==> src/rtl/mem_readout_sequencer.sv <==
`default_nettype none
// ============================================================================
// Module      : mem_readout_sequencer
// Description : Walks the non-empty memory blocks of an event in fixed priority,
//               issuing one read address per cycle under a per-event cycle budget.
//               Optional SEQ_TRUNC_CNT_EN adds a saturating truncated-entry counter.
// Revision    : 1.0 - initial release
// ============================================================================
module mem_readout_sequencer #(
    parameter int NBLK    = 20,
    parameter int ADDR_W  = 6,
    parameter int BX_W    = 3,
    parameter int SEL_W   = 5,
    parameter int RD_LAT  = 2,
    parameter int MAX_CYC = 108
) (
    input  logic                   clk,
    input  logic                   reset,
    input  logic                   start,
    input  logic [BX_W-1:0]        bx,
    input  logic [NBLK*ADDR_W-1:0] nent,
    input  logic                   halt,
    output logic                   rd_en,
    output logic [BX_W+ADDR_W-1:0] read_add,
    output logic [SEL_W-1:0]       sel,
    output logic                   dat_valid,
    output logic [SEL_W-1:0]       dat_sel,
    output logic                   busy,
    output logic                   done,
    output logic                   trunc
`ifdef SEQ_TRUNC_CNT_EN
    ,
    output logic [15:0]            trunc_cnt
`endif
);

    localparam int CYC_W = $clog2(MAX_CYC + 1);

    typedef enum logic [0:0] {
        S_IDLE = 1'b0,
        S_READ = 1'b1
    } state_t;

    state_t             r_state;
    logic [NBLK-1:0]    r_mask;
    logic [ADDR_W-1:0]  r_cnt [NBLK];
    logic [BX_W-1:0]    r_bx;
    logic [ADDR_W-1:0]  r_idx;
    logic [CYC_W-1:0]   r_cyc;

    logic [NBLK-1:0]    w_new_mask;
    logic [SEL_W-1:0]   w_cur;
    logic [ADDR_W-1:0]  w_cur_cnt;
    logic               w_last;
    logic               w_end;
    logic               w_issue;
    logic               w_expire;

    // Lowest pending bit wins: scan downwards so block 0 is assigned last.
    always_comb begin
        w_cur     = '0;
        w_cur_cnt = '0;
        for (int i = NBLK - 1; i >= 0; i--) begin
            if (r_mask[i]) begin
                w_cur     = SEL_W'(i);
                w_cur_cnt = r_cnt[i];
            end
        end
    end

    always_comb begin
        w_new_mask = '0;
        for (int i = 0; i < NBLK; i++) begin
            w_new_mask[i] = (nent[i*ADDR_W +: ADDR_W] != '0);
        end
    end

    assign w_last   = (r_idx == w_cur_cnt - 1'b1);
    assign w_end    = (r_state == S_READ) && ((r_mask == '0) || (r_cyc == CYC_W'(MAX_CYC)));
    assign w_issue  = !start && (r_state == S_READ) && !w_end && !halt;
    assign w_expire = !start && w_end && (|r_mask);

    always_ff @(posedge clk or posedge reset) begin
        if (reset) begin
            r_state  <= S_IDLE;
            r_mask   <= '0;
            r_bx     <= '0;
            r_idx    <= '0;
            r_cyc    <= '0;
            for (int i = 0; i < NBLK; i++) begin
                r_cnt[i] <= '0;
            end
            rd_en    <= 1'b0;
            read_add <= '0;
            sel      <= '0;
            busy     <= 1'b0;
            done     <= 1'b0;
            trunc    <= 1'b0;
        end else begin
            rd_en <= 1'b0;
            done  <= 1'b0;
            trunc <= 1'b0;
            if (start) begin
                // A still-running event is dropped; one that ends this cycle still reports done.
                r_state <= S_READ;
                busy    <= 1'b1;
                r_mask  <= w_new_mask;
                r_bx    <= bx;
                r_idx   <= '0;
                r_cyc   <= '0;
                for (int i = 0; i < NBLK; i++) begin
                    r_cnt[i] <= nent[i*ADDR_W +: ADDR_W];
                end
                if (w_end) begin
                    done  <= 1'b1;
                    trunc <= |r_mask;
                end
            end else if (r_state == S_READ) begin
                r_cyc <= r_cyc + 1'b1;
                if (w_end) begin
                    done    <= 1'b1;
                    trunc   <= |r_mask;
                    busy    <= 1'b0;
                    r_state <= S_IDLE;
                    r_mask  <= '0;
                end else if (!halt) begin
                    rd_en    <= 1'b1;
                    read_add <= {r_bx, r_idx};
                    sel      <= w_cur;
                    if (w_last) begin
                        r_mask[w_cur] <= 1'b0;
                        r_idx         <= '0;
                    end else begin
                        r_idx <= r_idx + 1'b1;
                    end
                end
            end
        end
    end

    // Pure shift of the issue strobe/select to line up with memory read data.
    logic [RD_LAT-1:0] r_vpipe;
    logic [SEL_W-1:0]  r_spipe [RD_LAT];

    always_ff @(posedge clk or posedge reset) begin
        if (reset) begin
            r_vpipe <= '0;
            for (int i = 0; i < RD_LAT; i++) begin
                r_spipe[i] <= '0;
            end
        end else begin
            r_vpipe[0] <= rd_en;
            r_spipe[0] <= sel;
            for (int i = 1; i < RD_LAT; i++) begin
                r_vpipe[i] <= r_vpipe[i-1];
                r_spipe[i] <= r_spipe[i-1];
            end
        end
    end

    assign dat_valid = r_vpipe[RD_LAT-1];
    assign dat_sel   = r_spipe[RD_LAT-1];

`ifdef SEQ_TRUNC_CNT_EN
    localparam int REM_W = ADDR_W + 6;

    logic [REM_W-1:0] r_remain;
    logic [REM_W-1:0] w_total;
    logic [31:0]      w_tc_sum;
    logic [15:0]      w_tc_sat;

    always_comb begin
        w_total = '0;
        for (int i = 0; i < NBLK; i++) begin
            w_total = w_total + REM_W'(nent[i*ADDR_W +: ADDR_W]);
        end
    end

    assign w_tc_sum = 32'(trunc_cnt) + 32'(r_remain);
    assign w_tc_sat = (w_tc_sum > 32'h0000_FFFF) ? 16'hFFFF : w_tc_sum[15:0];

    // r_remain is zero whenever no event is live, so adding it on every start is safe.
    always_ff @(posedge clk or posedge reset) begin
        if (reset) begin
            r_remain  <= '0;
            trunc_cnt <= '0;
        end else begin
            if (start) begin
                r_remain <= w_total;
            end else if (w_expire) begin
                r_remain <= '0;
            end else if (w_issue) begin
                r_remain <= r_remain - 1'b1;
            end
            if (start || w_expire) begin
                trunc_cnt <= w_tc_sat;
            end
        end
    end
`endif

endmodule
`default_nettype wire

==> config.mk <==
export PLATFORM = sky130hd
export DESIGN_NAME = mem_readout_sequencer
export DESIGN_NICKNAME = d
export VERILOG_FILES = /design/src/rtl/mem_readout_sequencer.sv
export SDC_FILE = /design/constraint.sdc
export NUM_CORES = 1
export LEC_CHECK = 0
export CAP_MARGIN = 20
export CORE_MARGIN = 2
export CORE_UTILIZATION = 58
export CTS_CLUSTER_SIZE = 30
export DETAILED_ROUTE_END_ITERATION = 10
export PLACE_DENSITY_LB_ADDON = 0.15
export SYNTH_ARGS = -nofsm -noshare
export SYNTH_HDL_FRONTEND = slang
export SYNTH_SLANG_ARGS = --single-unit
==> constraint.sdc <==
create_clock -name clk -period 15.5 [get_ports clk]
set_clock_uncertainty 0.05 [all_clocks]
set_input_delay 3.1 -clock clk [delete_from_list [all_inputs] [get_ports clk]]
set_output_delay 3.1 -clock clk [all_outputs]
set_load 0.1 [all_outputs]
==> results of run 1 <==
-- power breakdown --
part	switching [mW]	internal, mW
Combinational	0.0994	0.0845
Sequential	0.0321	0.528
Clock	0.196	0.228
Total	0.328	0.841
-- worst paths after layout --
| check | from | endpoint | depth (start not counted) |
|---|---|---|---|
| hold / removal | r_spipe[9] | dat_sel[4] | 0 |
| setup reg to reg | r_mask[10] | r_mask[11] | 13 |
| setup / recovery | start | read_add[6] | 6 |
| hold reg to reg | r_spipe[9] | dat_sel[4] | 0 |
| max in group asynchronous | reset | r_cnt[31] | 4 |
| min in group asynchronous | reset | r_cnt[110] | 2 |
-- layout make-up --
cell class | count | area [sq um]
Clock buffer | 18 | 439
Fill cell | 1002 | 4030
Inverter | 35 | 136
Tap cell | 188 | 235
Multi-Input combinational cell | 548 | 3980
Sequential cell | 187 | 4680
Timing Repair Buffer | 154 | 1570
Clock inverter | 14 | 138
-- metal layers --
metal,vias to the layer above,share of wire [%]
met5,-,0
met4,0,2.7
met3,54,6.0
met2,310,49
met1,3577,42
li1,3256,-
-- layout by cell type (no fill, tap or decap), types with 6 or more instances in the layout --
| cell type | instances |
|---|---|
| nor2_1 | 47 |
| nor4_1 | 15 |
| clkdlybuf4s50_1 | 149 |
| mux2_2 | 111 |
| a221o_1 | 10 |
| nor3_1 | 16 |
| o221ai_1 | 8 |
| inv_1 | 33 |
| nand2b_1 | 9 |
| o21ai_0 | 39 |
| nand4_1 | 6 |
| a31oi_1 | 9 |
| or4_1 | 7 |
| a21oi_1 | 36 |
| a211oi_1 | 6 |
| or3_1 | 6 |
| o221a_2 | 6 |
| dfrtp_1 | 187 |
| nand3_1 | 7 |
| nand2_1 | 82 |
| o211ai_1 | 8 |
| a221oi_1 | 9 |
| clkinvlp_4 | 6 |
| clkbuf_16 | 17 |
-- state kept, by name, indices dropped and copies added, names as in the netlist, 2 cells and up --
register / cells
sel: 5
r_bx: 3
r_vpipe: 2
r_spipe: 5
dat_sel: 5
r_mask: 20
r_idx: 6
read_add: 9
r_cnt: 120
r_cyc: 7
-- logic make-up (layout without fill, tap and decap cells) --
group	Yosys count	count (layout)	synth area share [%]
buffers and inverters	81	221	4.00
AOI/OAI and AO/OA	195	195	16.1
DFF	187	187	51.9
muxes	112	112	14.0
adders and majority gates	4	4	0.555
xor gates and xnor gates	8	8	0.777
and+or+nand+nor	229	229	12.7
-- cells in the mapped netlist, types with 3 or more instances --
master     instances
nor4_1            15
or2_2              3
nand2_1           82
or4_1              7
a32oi_1            3
nand3_1            7
a22oi_1            3
xnor2_1            3
clkbuf_1          28
nand4_1            6
o22ai_1            5
o221a_2            6
mux2_2           111
nand3b_1           4
o211ai_1           8
nor2_1            47
inv_1             34
a221o_1           10
nor3_1            16
a221oi_1           9
buf_4              9
xor2_1             5
or2_1              4
a211oi_1           6
a31oi_1            9
a221oi_2           3
o21ai_0           39
o221ai_1           8
o21a_1             3
a21o_1             5
buf_2              6
or3_1              6
ha_1               4
a22o_1             3
a21oi_1           36
nor2b_1            5
nand2b_1           9
dfrtp_1          187
o2111ai_1          5
o31ai_1            3
-- through the flow --
stage | worst slack (ns) | hold slack [ns]
after floorplan | 7.26 | 0.281
after global placement | 9.81 | 0.284
after detailed placement | 9.60 | 0.286
after CTS | 10.06 | 0.301
after global routing | 9.75 | 0.306
final | 9.99 | 0.299
==> out/qor.txt, run 1 <==
Max Root-Sink Buffers: 2
min Tclk post-route: 5.51 ns
Worst Max-Slew Pin Slew: 0.971 ns
Die Wd: 129 um
Core Area: 15200 sq um
post-CTS setup buffers: 0
CP top delay family: buffers and inverters
Worst-Skew Late Latency: 0.44 ns
Iter 0 DRT Violations: 664
hold_buf cts: 0
IO Pins: 151
largest net degree at the start of global routing: 101
CTS root buf: clkbuf_16
DR WL/cell: 20.5 um
Crit-path slowest cell: nand2b_1
crit path launch type: primary input
Pleak: 4.56 nW
GR Util All Layers: 29.4%
RePlAce Congestion: 0.896
synthesized flop and latch total: 187
Hold Fails Final Rpt: 0
first-pass GRT wire length: 37700 um
top cells by area, synth: dfrtp_1 (52%), mux2_2 (14%), nand2_1 (3.4%)
initial core utilization: 59.3%
Arr. time, crit path: 5.77 ns
final setup fails: 0
number of global-route vias before repair: 7207
status: completed
post-synth net total: 947
clock sink count: 187
Post-synth EDFFs: 0
TritonCTS clock tree: done
post-CTS resize count: 0
global route overflow: 0
Tcrit/Tclk final: 35.5%
estimated wirelength of the detail-placed design: 17200 um
post-synthesis cell type count: 82
initial antenna violation count: 0
placed cell areas: 10500 sq um
mapped cell area: 9010 sq um
share of cells above drive strength 1: 18.6%
sequential area share after synthesis: 51.9%
most frequent CP cell: nand2_1
area grow syn2layout: 23.9%
port bufs: 150
cells along the critical path: buf_4 > inv_1 > nand2b_1 > clkinv_1 > nand2_1 > nand2_1
Hold Path Class: flop to flop
Post-Route WL: 23500 um
Register-to-Register Setup Slack: 11.00 ns
met3 GRT Util: 5.57%
met1 Use GR: 39.6%
H-tree depth: 4
Worst EP required: 15.77 ns
Antenna Cells: 0
Finished Layout Cells: 1144
CP max stage delay: 0.80 ns
RSZ-0062 raised after global routing: false
Final #Nets: 1074
FP Rows: 45
Yosys warning count: 0
total power: 1.17 mW
WP buf/inv: 3
Gate Count Post-Synth: 816
final core occ: 73.5%
Yosys top cell area share: 51.9%
max cap viols: 0
DRT Pass-1 Iters: 5
FFs w/ async S/R, synth: 100%
Worst VDD drop: 79.2 uV
post-route cell area: 11200 sq um
final antenna-violating net count: 0
Slew HR: 35.1%
CP Class: primary input to flop
endpoint class of the critical path: flop
die area: 16600 sq um
TritonCTS Buffers: 17
PD cells: 105 nW/um^2
vias: 7197
Cells after DPL: 1110
vias per inst: 6.29
Top FF cell, synth: dfrtp_1
M2 GR Usage: 48.1%
Die H: 129 um
Clock Pin Slew Worst Setup and Hold Paths: 0.07 ns
cell taking the most area after synthesis: dfrtp_1
Mean Syn Cell Area: 11.0 sq um
critical path fanouts, max: 66
most used routing layer: met2
Post-route DRC: 0
Slew Viols, Final: 0
final setup TNS: 0 ns
fmax: 182 MHz
(Power assumes the default switching activity.)
==> run 2: changes to the inputs <==
--- a/config.mk
+++ b/config.mk
@@ -7,7 +7,7 @@
 export LEC_CHECK = 0
 export CAP_MARGIN = 20
 export CORE_MARGIN = 2
-export CORE_UTILIZATION = 58
+export CORE_UTILIZATION = 48
 export CTS_CLUSTER_SIZE = 30
 export DETAILED_ROUTE_END_ITERATION = 10
 export PLACE_DENSITY_LB_ADDON = 0.15
==> constraint.sdc (replaced) <==
create_clock -name clk -period 4.6 [get_ports clk]
set_clock_uncertainty 0.05 [all_clocks]
set_input_delay 0.92 -clock clk [delete_from_list [all_inputs] [get_ports clk]]
set_output_delay 0.92 -clock clk [all_outputs]
set_load 0.1 [all_outputs]
==> run 2 against run 1 <==
  * Utilization down 13 points
  * Register-to-register slack worse by 11 ns
  * Total power rose to 3.4 times the previous value
  * Largest power group unchanged
==> out/qor.txt, run 2 (same netlist as run 1, synthesis figures left out) <==
Hold Path Class: flop to flop (unchanged)
Worst EP required: 4.85 ns (was 15.77 ns)
Hold Fails Final Rpt: 0 (unchanged)
IO Pins: 151 (unchanged)
CTS root buf: clkbuf_16 (unchanged)
Post-Route WL: 23400 um (was 23500 um)
critical path fanouts, max: 12 (was 66)
worst reg2reg startpoint: r_mask[10] (unchanged)
initial core utilization: 48.5% (was 59.3%)
final antenna-violating net count: 0 (unchanged)
post-CTS setup buffers: 0 (unchanged)
Worst Max-Slew Pin Slew: 0.990 ns (was 0.971 ns)
initial antenna violation count: 0 (unchanged)
Pleak: 4.59 nW (was 4.56 nW)
max cap viols: 0 (unchanged)
Final #Nets: 1079 (was 1074)
die area: 19900 sq um (was 16600 sq um)
port bufs: 150 (unchanged)
Tcrit/Tclk final: 89.8%
first-pass GRT wire length: 37300 um (was 37700 um)
Max Root-Sink Buffers: 2 (unchanged)
Largest Register: r_cnt (unchanged)
WHS: 0.300 ns (was 0.299 ns)
hold depth: 0 (unchanged)
largest net degree at the start of global routing: 67 (was 101)
hold_buf cts: 0 (unchanged)
TritonCTS clock tree: done (unchanged)
FP Rows: 50 (was 45)
min Tclk post-route: 4.13 ns
Worst VDD drop: 234 uV (was 79.2 uV)
Core Area: 18600 sq um (was 15200 sq um)
Slew Viols, Final: 0 (unchanged)
Largest register FFs: 120 (unchanged)
top flop regs: r_cnt (120), r_mask (20), read_add (9) (unchanged)
Die H: 141 um (was 129 um)
clock sink count: 187 (unchanged)
Arr. time, crit path: 4.38 ns (was 5.77 ns)
vias per inst: 5.85 (was 6.29)
PD cells: 354 nW/um^2 (was 105 nW/um^2)
Worst Hold Launch: r_spipe[5] (was r_spipe[9])
post-CTS resize count: 0 (unchanged)
vias: 6987 (was 7197)
H-tree depth: 4 (unchanged)
RR Endpoint: r_mask[11] (unchanged)
fmax: 242 MHz
Slew HR: 33.8% (was 35.1%)
Worst-Skew Late Latency: 0.44 ns (about the same)
Die Wd: 141 um (was 129 um)
TritonCTS Buffers: 17 (unchanged)
worst hold path endpoint: dat_sel[0] (was dat_sel[4])
DRT Pass-1 Iters: 7 (was 5)
Antenna Cells: 0 (unchanged)
status: completed (unchanged)
DR WL/cell: 19.5 um (was 20.5 um)
total power: 3.99 mW (was 1.17 mW)
crit path launch type: flop (was primary input)
global route overflow: 0 (unchanged)
GR Util All Layers: 24.2% (was 29.4%)
Register-to-Register Setup Slack: 0.47 ns (was 11.00 ns)
estimated wirelength of the detail-placed design: 17500 um (was 17200 um)
final setup fails: 0 (unchanged)
share of cells above drive strength 1: 18.9% (was 18.6%)
area grow syn2layout: 25.0% (was 23.9%)
Worst R2R Path Depth: 13 (unchanged)
Clock Pin Slew Worst Setup and Hold Paths: 0.07 ns (about the same)
number of global-route vias before repair: 6862 (was 7207)
most common cell after layout, fill and taps aside: dfrtp_1 (unchanged)
Iter 0 DRT Violations: 666 (was 664)
CP Class: flop to flop (was primary input to flop)
Post-route DRC: 0 (unchanged)
endpoint class of the critical path: flop (unchanged)
RePlAce Congestion: 0.966 (was 0.896)
final setup TNS: 0 ns (unchanged)
most frequent cells in the layout: dfrtp_1 (187), clkdlybuf4s50_1 (149), mux2_2 (111) (unchanged)
RSZ-0062 raised after global routing: false (unchanged)
-- run 2: changes by cell type in the layout (fill, tap and decap cells not counted), moves of 2 or more --
cell      before  now
buf_4          3    7
clkinv_4       3    0
buf_12         0    2
buf_16         2    0
-- run 2: final cells by class --
| type | count | area (sq um) |
|---|---|---|
| clock inverters | 14 | 160 |
| repair buffers | 159 | 1600 |
| fillers | 1507 | 7310 |
| clock buffers | 18 | 429 |
| well taps | 234 | 293 |
| multi-input cells | 548 | 3980 |
| flip-flops and latches | 187 | 4680 |
| inverters | 35 | 135 |
-- run 2: worst max path at each step --
stage / endpoint / from / slack (ns) / cells past startpoint
after detailed placement: r_mask[7] / r_mask[10] / 0.57 / 13
after floorplan: r_mask[2] / r_mask[16] / 1.13 / 14
after global placement: r_mask[11] / r_mask[10] / 0.72 / 13
final: r_mask[11] / r_mask[10] / 0.47 / 13
after global routing: r_mask[15] / r_mask[10] / 0.24 / 13
after CTS: r_mask[7] / r_mask[10] / 0.55 / 13
-- run 2: metrics by stage --
step	utilization (%)	cells	worst slack (ns)	cell area, sq um
2_1_floorplan	-	816	1.13	9020
3_3_place_gp	57.5	1163	0.720	10700
3_5_place_dp	57.5	1163	0.566	10700
4_1_cts	60.6	1195	0.552	11300
5_1_grt	60.6	1195	0.245	11300
6_report	60.6	1195	0.468	11300
-- run 2: report_power, final --
group          switching (mW)  internal [mW]
registers               0.115           1.78
logic                   0.323          0.285
clock network           0.673          0.814
total                    1.11           2.88
-- run 2: worst max-delay path, stage by stage (launching register included) --
cell      delay (ns)
dfrtp_1         0.60
and2b_1         0.30
a221oi_1        0.43
o211ai_1        0.14
o21ai_0         0.29
a21oi_1         0.19
ha_1            0.24
inv_1           0.12
a311o_1         0.17
o211ai_1        0.11
a2111o_1        0.37
a21o_2          0.29
o41ai_2         0.55
o21ai_0         0.15
-- run 2: metal layers --
| metal | routed length, um | GRT usage (%) |
|---|---|---|
| met5 | 0 | 0 |
| met4 | 446 | 7.21 |
| met3 | 1390 | 5.57 |
| met2 | 11000 | 38.1 |
| met1 | 10500 | 33.7 |
